<file path="config.mk">
export PLATFORM = sky130hd
export DESIGN_NAME = muldiv_iter
export DESIGN_NICKNAME = d
export VERILOG_FILES = /design/src/rtl/muldiv_iter.sv
export SDC_FILE = /design/constraint.sdc
export NUM_CORES = 2
export LEC_CHECK = 0
export ABC_AREA = 0
export BUFFER_PORTS_ARGS = -buffer_cell sky130_fd_sc_hd__buf_2
export CORE_UTILIZATION = 50
export CTS_CLUSTER_DIAMETER = 60
export DETAILED_ROUTE_END_ITERATION = 8
export PLACE_DENSITY_LB_ADDON = 0.12
export SLEW_MARGIN = 20
export SYNTH_ARGS = -nofsm -noshare
export SYNTH_HDL_FRONTEND = slang
export SYNTH_SLANG_ARGS = --single-unit
</file>
<file path="constraint.sdc">
create_clock -name clk -period 20 [get_ports clk]
set_input_delay 6 -clock clk [delete_from_list [all_inputs] [get_ports clk]]
set_output_delay 6 -clock clk [all_outputs]
set_load 0.01 [all_outputs]
</file>
<file path="src/rtl/muldiv_iter.sv">
// Iterative RV64M multiply/divide unit: shift-add multiply, restoring divide, STEP bits per cycle.
// Optional MULDIV_EARLY_OUT_EN: zero-divisor, signed-overflow and zero-operand ops skip CALC/FIX.
module muldiv_iter #(
   parameter int WIDTH = 64,
   parameter int STEP  = 1
) (
   input  logic             clk,
   input  logic             reset,
   input  logic             in_valid,
   output logic             in_ready,
   input  logic [2:0]       op,
   input  logic             word,
   input  logic [WIDTH-1:0] a,
   input  logic [WIDTH-1:0] b,
   input  logic             flush,
   output logic             busy,
   output logic             out_valid,
   input  logic             out_ready,
   output logic [WIDTH-1:0] result
);

   localparam int CW = $clog2(WIDTH) + 1;
   localparam logic [CW-1:0] N_FULL = CW'(WIDTH / STEP);
   localparam logic [CW-1:0] N_WORD = CW'(WIDTH / 2 / STEP);
   localparam logic [CW-1:0] ONE_C  = CW'(1);
   localparam logic WORD_OK = (WIDTH == 64);

   localparam logic [2:0] OP_MUL    = 3'd0;
   localparam logic [2:0] OP_MULH   = 3'd1;
   localparam logic [2:0] OP_MULHSU = 3'd2;
   localparam logic [2:0] OP_MULHU  = 3'd3;
   localparam logic [2:0] OP_DIV    = 3'd4;
   localparam logic [2:0] OP_DIVU   = 3'd5;
   localparam logic [2:0] OP_REM    = 3'd6;
   localparam logic [2:0] OP_REMU   = 3'd7;

   typedef enum logic [1:0] {
      S_IDLE = 2'd0,
      S_CALC = 2'd1,
      S_FIX  = 2'd2,
      S_DONE = 2'd3
   } state_t;

   state_t             state_r, state_nxt_s, state_tmp_s;
   logic [2:0]         op_r;
   logic               word_r, neg_r, rneg_r, div_zero_r, out_valid_r;
   logic [WIDTH-1:0]   acc_r, lo_r, opnd_r, result_r;
   logic [CW-1:0]      cnt_r;

   logic               word_s, is_div_s, a_sgn_s, b_sgn_s, a_neg_s, b_neg_s, div_zero_s, accept_s;
   logic [WIDTH-1:0]   a_ext_s, b_ext_s, a_abs_s, b_abs_s;
   logic [WIDTH-1:0]   it_acc_s, it_lo_s;
   logic [WIDTH:0]     sum_s, sh_s, diff_s;
   logic [2*WIDTH-1:0] prod_s, prod_fix_s;
   logic [WIDTH-1:0]   quo_s, rem_s, raw_s, fix_res_s;
   logic               early_s;
   logic [WIDTH-1:0]   early_res_s;

   // Replace bits above 31 with (sgn & bit 31).
   function automatic logic [WIDTH-1:0] ext32(input logic [WIDTH-1:0] x, input logic sgn);
      logic [WIDTH-1:0] r;
      r = x;
      for (int i = 32; i < WIDTH; i++) begin
         r[i] = sgn & x[31];
      end
      return r;
   endfunction

   // Accept-time operand decode: extension, sign, magnitude.
   always_comb begin
      word_s   = WORD_OK ? word : 1'b0;
      is_div_s = op[2];
      a_sgn_s  = (op == OP_MULH) || (op == OP_MULHSU) || (op == OP_DIV) || (op == OP_REM);
      b_sgn_s  = (op == OP_MULH) || (op == OP_DIV) || (op == OP_REM);
      a_ext_s  = word_s ? ext32(a, a_sgn_s) : a;
      b_ext_s  = word_s ? ext32(b, b_sgn_s) : b;
      a_neg_s  = a_sgn_s & a_ext_s[WIDTH-1];
      b_neg_s  = b_sgn_s & b_ext_s[WIDTH-1];
      a_abs_s  = a_neg_s ? -a_ext_s : a_ext_s;
      b_abs_s  = b_neg_s ? -b_ext_s : b_ext_s;
      div_zero_s = is_div_s && (b_ext_s == {WIDTH{1'b0}});
   end

`ifdef MULDIV_EARLY_OUT_EN
   localparam logic [WIDTH-1:0] MIN_FULL = {1'b1, {(WIDTH-1){1'b0}}};
   localparam logic [WIDTH-1:0] MIN_WORD = WIDTH'(32'h8000_0000);
   logic ovf_s, mul_zero_s;

   // Results known at accept time (overflow quotient is a itself).
   always_comb begin
      ovf_s = is_div_s && b_sgn_s && a_neg_s &&
              (a_abs_s == (word_s ? MIN_WORD : MIN_FULL)) && (b_ext_s == {WIDTH{1'b1}});
      mul_zero_s = !is_div_s && ((a_ext_s == {WIDTH{1'b0}}) || (b_ext_s == {WIDTH{1'b0}}));
      early_s = div_zero_s || ovf_s || mul_zero_s;
      if (div_zero_s) begin
         early_res_s = op[1] ? (word_s ? ext32(a, 1'b1) : a) : {WIDTH{1'b1}};
      end else if (ovf_s) begin
         early_res_s = op[1] ? {WIDTH{1'b0}} : a_ext_s;
      end else begin
         early_res_s = {WIDTH{1'b0}};
      end
   end
`else
   assign early_s     = 1'b0;
   assign early_res_s = {WIDTH{1'b0}};
`endif

   assign accept_s = (state_r == S_IDLE) && in_valid && !flush;

   // STEP iterations of shift-add multiply or restoring divide.
   always_comb begin
      it_acc_s = acc_r;
      it_lo_s  = lo_r;
      sum_s    = {(WIDTH+1){1'b0}};
      sh_s     = {(WIDTH+1){1'b0}};
      diff_s   = {(WIDTH+1){1'b0}};
      for (int i = 0; i < STEP; i++) begin
         if (op_r[2]) begin
            sh_s    = {it_acc_s, it_lo_s[WIDTH-1]};
            diff_s  = sh_s - {1'b0, opnd_r};
            if (!diff_s[WIDTH]) begin
               it_acc_s = diff_s[WIDTH-1:0];
               it_lo_s  = {it_lo_s[WIDTH-2:0], 1'b1};
            end else begin
               it_acc_s = sh_s[WIDTH-1:0];
               it_lo_s  = {it_lo_s[WIDTH-2:0], 1'b0};
            end
         end else begin
            sum_s    = {1'b0, it_acc_s} + {1'b0, (it_lo_s[0] ? opnd_r : {WIDTH{1'b0}})};
            it_lo_s  = {sum_s[0], it_lo_s[WIDTH-1:1]};
            it_acc_s = sum_s[WIDTH:1];
         end
      end
   end

   // Sign fix-up and result selection; word-form products sit WIDTH/2 bits up.
   always_comb begin
      prod_s     = {acc_r, lo_r};
      prod_fix_s = neg_r ? -prod_s : prod_s;
      quo_s      = div_zero_r ? {WIDTH{1'b1}} : (neg_r ? -lo_r : lo_r);
      rem_s      = rneg_r ? -acc_r : acc_r;
      case (op_r)
         OP_MUL:                      raw_s = word_r ? prod_fix_s[WIDTH/2 +: WIDTH] : prod_fix_s[WIDTH-1:0];
         OP_MULH, OP_MULHSU, OP_MULHU: raw_s = prod_fix_s[2*WIDTH-1:WIDTH];
         OP_DIV, OP_DIVU:             raw_s = quo_s;
         OP_REM, OP_REMU:             raw_s = rem_s;
         default:                     raw_s = {WIDTH{1'b0}};
      endcase
      fix_res_s = word_r ? ext32(raw_s, 1'b1) : raw_s;
   end

   // Next-state logic; flush overrides every transition.
   always_comb begin
      state_tmp_s = state_r;
      case (state_r)
         S_IDLE: begin
            if (in_valid) begin
               state_tmp_s = early_s ? S_DONE : S_CALC;
            end else begin
               state_tmp_s = S_IDLE;
            end
         end
         S_CALC: begin
            if (cnt_r == ONE_C) begin
               state_tmp_s = S_FIX;
            end else begin
               state_tmp_s = S_CALC;
            end
         end
         S_FIX:  state_tmp_s = S_DONE;
         S_DONE: begin
            if (out_ready) begin
               state_tmp_s = S_IDLE;
            end else begin
               state_tmp_s = S_DONE;
            end
         end
         default: state_tmp_s = S_IDLE;
      endcase
      state_nxt_s = flush ? S_IDLE : state_tmp_s;
   end

   // State register.
   always_ff @(posedge clk or posedge reset) begin
      if (reset) begin
         state_r <= S_IDLE;
      end else begin
         state_r <= state_nxt_s;
      end
   end

   // Operand latch, iteration registers and registered outputs.
   always_ff @(posedge clk or posedge reset) begin
      if (reset) begin
         op_r        <= 3'd0;
         word_r      <= 1'b0;
         neg_r       <= 1'b0;
         rneg_r      <= 1'b0;
         div_zero_r  <= 1'b0;
         acc_r       <= {WIDTH{1'b0}};
         lo_r        <= {WIDTH{1'b0}};
         opnd_r      <= {WIDTH{1'b0}};
         cnt_r       <= {CW{1'b0}};
         result_r    <= {WIDTH{1'b0}};
         out_valid_r <= 1'b0;
      end else begin
         if (accept_s) begin
            op_r       <= op;
            word_r     <= word_s;
            neg_r      <= a_neg_s ^ b_neg_s;
            rneg_r     <= a_neg_s;
            div_zero_r <= div_zero_s;
            acc_r      <= {WIDTH{1'b0}};
            cnt_r      <= word_s ? N_WORD : N_FULL;
            if (is_div_s) begin
               opnd_r <= b_abs_s;
               lo_r   <= word_s ? (a_abs_s << (WIDTH/2)) : a_abs_s;
            end else begin
               opnd_r <= a_abs_s;
               lo_r   <= b_abs_s;
            end
         end else if (state_r == S_CALC) begin
            acc_r <= it_acc_s;
            lo_r  <= it_lo_s;
            cnt_r <= cnt_r - ONE_C;
         end
         if (accept_s && early_s) begin
            result_r <= early_res_s;
         end else if ((state_r == S_FIX) && !flush) begin
            result_r <= fix_res_s;
         end
         out_valid_r <= (state_nxt_s == S_DONE);
      end
   end

   assign in_ready  = (state_r == S_IDLE);
   assign busy      = (state_r != S_IDLE);
   assign out_valid = out_valid_r;
   assign result    = result_r;

endmodule

</file>
==> metrics.yaml <==
critical_path:
  critical_path_required_ns: 20.47
  crit_chain: "buf_2 > or4_4 > nor4_2 > nor4b_1 > nand4_1 > nor2_1 > o211ai_1 > a21oi_1 > or3_1 > a21oi_1 > a222oi_1 > inv_1"
  start_kind: "input port"
  startpoint: "b[12]"
  cp-end-kind: "flip-flop"
  slowest_delay_ns: 0.81
  cpMaxStageDelayCell: "nor4b_1"
  cp_max_fo: 6
  critPathArrivalTime_ns: 9.82
  critical_path_class: "in -> reg"
  reg2reg_from: "lo_r[0]"
  crit_top_cell: "a21oi_1"
power_and_ir_drop:
  comb_power_share: 0.634
  clkPwrFrac: 0.151
  ir_worst_vdd_v: 0.0003261
  p_sw_mw: 2.746
  share_seq_of_total_power: 0.215
  power.density_mw_per_mm2: 147.3
  power_mw: 5.009
  p_int_mw: 2.263
  switching_share: 0.5482
  p_leak_nw: 14.23
final_layout:
  design_area_mm2: 0.03402
  fillers: 6148
  regArea_mm2: 0.006840
  multi_input_comb_area_mm2: 0.02263
  fin_nets: 4627
  utilization: 0.5512
  instances_no_fill: 5224
  syn_to_final_growth_pct: 8.988
  layout-drive-gt1-share: 0.09761
clock_tree:
  cts_tree: "done"
  ctsResizeCount: 0
  numCtsBuffers: 39
  cts_setup_buffers: 0
  cts_root_buf: "clkbuf_16"
  clk_path_buf_depth: 3
  cts_num_sinks: 273
  cts_hold_buf: 0
  clk_pin_slew_worst_paths_ns: 0.06
  cts_max_level: 2
  clk_latency_ns: 0.60
routing:
  wl_mm: 147.8
  num_vias: 35330
  drtAntennaViolNets: 0
  wire_per_inst_um: 28.30
  firstDrtPassIters: 7
  drt_first_iter_violations: 5260
  routed_via_density: 6.763
  drc: 0
die:
  die-area_mm2: 0.06342
  start_util: 0.5057
  num_rows: 91
  core-area_mm2: 0.06171
  die_w_um: 251.8
  io_pins: 204
  die_h_um: 251.8
sta:
  slew_violations: 0
  layout_min_cycle_time_ns: 9.353
  setup_viol: 0
  timing.hold.ws_ns: 0.4711
  fin_crit_sh: 0.4676
  finalHoldViolations: 0
  slew_headroom: 0.1613
  grt_setup_unrepaired: "no"
  fin_ws_ns: 10.65
  fmax_mhz: 106.9
  setup_tns_ns: 0
  worst_pin_slew_ns: 1.254
  skew_ns: 0.03052
hold_path:
  hp-start: "result[20]"
  hold_class: "reg -> reg"
logic_synthesis:
  synth_warnings: 0
  synth_edf_count: 0
  syn-num-nets: 4649
  postSynthCellCount: 4376
  ys_seq_area_frac: 0.2189
  synth_area_mm2: 0.03121
  ys_async_sr_fraction: 1.000
  synth_ff_type: "dfrtp_1"
  avgSynthCellArea_um2: 7.132
  synth-seq-cells: 273
  synth_cell_type_count: 97
run_status:
  status: "finished, final reports clean"
global_route:
  first_global_vias: 31600
  grt_overflow: 0
  antenna_found_initial: 7
  grt_first_pass_wirelength_mm: 213.4
  grt_max_degree: 139
  grt_use_total: 0.4515
placed_design:
  placedCellCount: 5150
  dp_worst_setup_slack_ns: 10.17
  place_area_mm2: 0.03262
  dp.final_hpwl_mm: 113.1
  place_congestion: 1.086
  numPortBuffers: 203
run:
  cap_violations: 0
power groups by stage:
stage	combinational, mW	sequential [mW]	clock (mW)
floorplan	2.18	0.870	0
global placement	3.03	1.06	0
detailed placement	3.03	1.06	0
CTS	3.05	1.05	0.758
global route	3.39	1.09	0.781
finish	3.17	1.08	0.756
critical path, delay by kind of cell:
family | cells | cell delay, ns
simple gates | 6 | 2.63
compound gates | 4 | 1.00
buf+inv | 2 | 0.19
logic make-up (layout without fill, tap and decap cells):
family | Yosys count | in the layout | synth area share
DFF | 273 | 273 | 0.2189
other | 0 | 2 | 0
adders and majority gates | 136 | 136 | 0.05500
muxes | 107 | 107 | 0.03472
AOI/OAI and AO/OA | 1578 | 1578 | 0.3149
and+or+nand+nor | 1425 | 1425 | 0.2117
buffers and inverters | 478 | 487 | 0.05841
xor gates and xnor gates | 379 | 379 | 0.1064
cell usage after synthesis, types with 21 or more instances:
library cell | n | area share
nor2_1 | 527 | 0.063
a21oi_1 | 489 | 0.078
o21ai_0 | 426 | 0.068
nand2_1 | 392 | 0.047
clkbuf_1 | 293 | 0.035
dfrtp_1 | 273 | 0.22
xnor2_1 | 190 | 0.053
xor2_1 | 189 | 0.053
inv_1 | 139 | 0.017
ha_1 | 134 | 0.054
mux2i_1 | 97 | 0.031
nor3_1 | 93 | 0.015
a21o_1 | 68 | 0.016
o31ai_1 | 66 | 0.016
a211oi_1 | 65 | 0.016
nand3_1 | 60 | 0.0096
o211ai_1 | 60 | 0.014
a22oi_1 | 53 | 0.013
nor4_1 | 52 | 0.010
or3_1 | 50 | 0.010
nand2b_1 | 44 | 0.0088
a31oi_1 | 42 | 0.0084
nand4_1 | 42 | 0.0084
o22ai_1 | 39 | 0.0078
or4_1 | 32 | 0.0077
a221oi_1 | 31 | 0.0087
buf_1 | 29 | 0.0035
and3_1 | 26 | 0.0052
o221ai_1 | 25 | 0.0070
or2_2 | 24 | 0.0048
o21bai_1 | 23 | 0.0055
o41ai_1 | 22 | 0.0062
nor2b_1 | 21 | 0.0042
state kept, by name (all words and copies together), names as in the netlist:
| name | count |
|---|---|
| acc_r | 64 |
| lo_r | 64 |
| opnd_r | 64 |
| result | 64 |
| cnt_r | 7 |
| op_r | 3 |
| state_r | 2 |
| div_zero_r | 1 |
| neg_r | 1 |
| out_valid | 1 |
| rneg_r | 1 |
| word_r | 1 |
path summary, 6_finish.rpt:
check,end,slack [ns],cells past startpoint
setup / recovery,opnd_r[60],10.65,12
hold / removal,result[20],0.47,2
setup reg to reg,result[44],13.66,14
hold reg to reg,result[20],0.47,2
max in group asynchronous,opnd_r[61],13.05,3
min in group asynchronous,result[42],5.50,2
layout by cell type (no fill, tap or decap), types with 60 or more instances in the layout:
cell      Yosys  layout
a211oi_1     65      65
a21o_1       68      68
a21oi_1     489     489
buf_2        10     201
buf_4         2      71
dfrtp_1     273     270
ha_1        134     134
inv_1       139     138
mux2i_1      97      97
nand2_1     392     392
nand3_1      60      60
nor2_1      527     523
nor3_1       93      91
o211ai_1     60      60
o21ai_0     426     424
o31ai_1      66      66
xnor2_1     190     189
xor2_1      189     189
cell type report:
class                           instances  area share
Multi-Input combinational cell       3625      0.6653
Clock inverter                         22    0.008975
Sequential cell                       273      0.2011
Clock buffer                           50     0.03196
Antenna cell                            2   0.0001471
Timing Repair Buffer                  273     0.04583
Tap cell                              837     0.03079
Inverter                              142     0.01589
metal layers:
layer / global-route usage / wire (µm) / vias to the layer above
met2: 0.6493 / 60840 / 2206
met3: 0.1053 / 16880 / 470
li1: - / - / 15890
met5: 0 / 12 / -
met1: 0.6004 / 58250 / 16770
met4: 0.3006 / 11830 / 2
(Power assumes the default switching activity.)
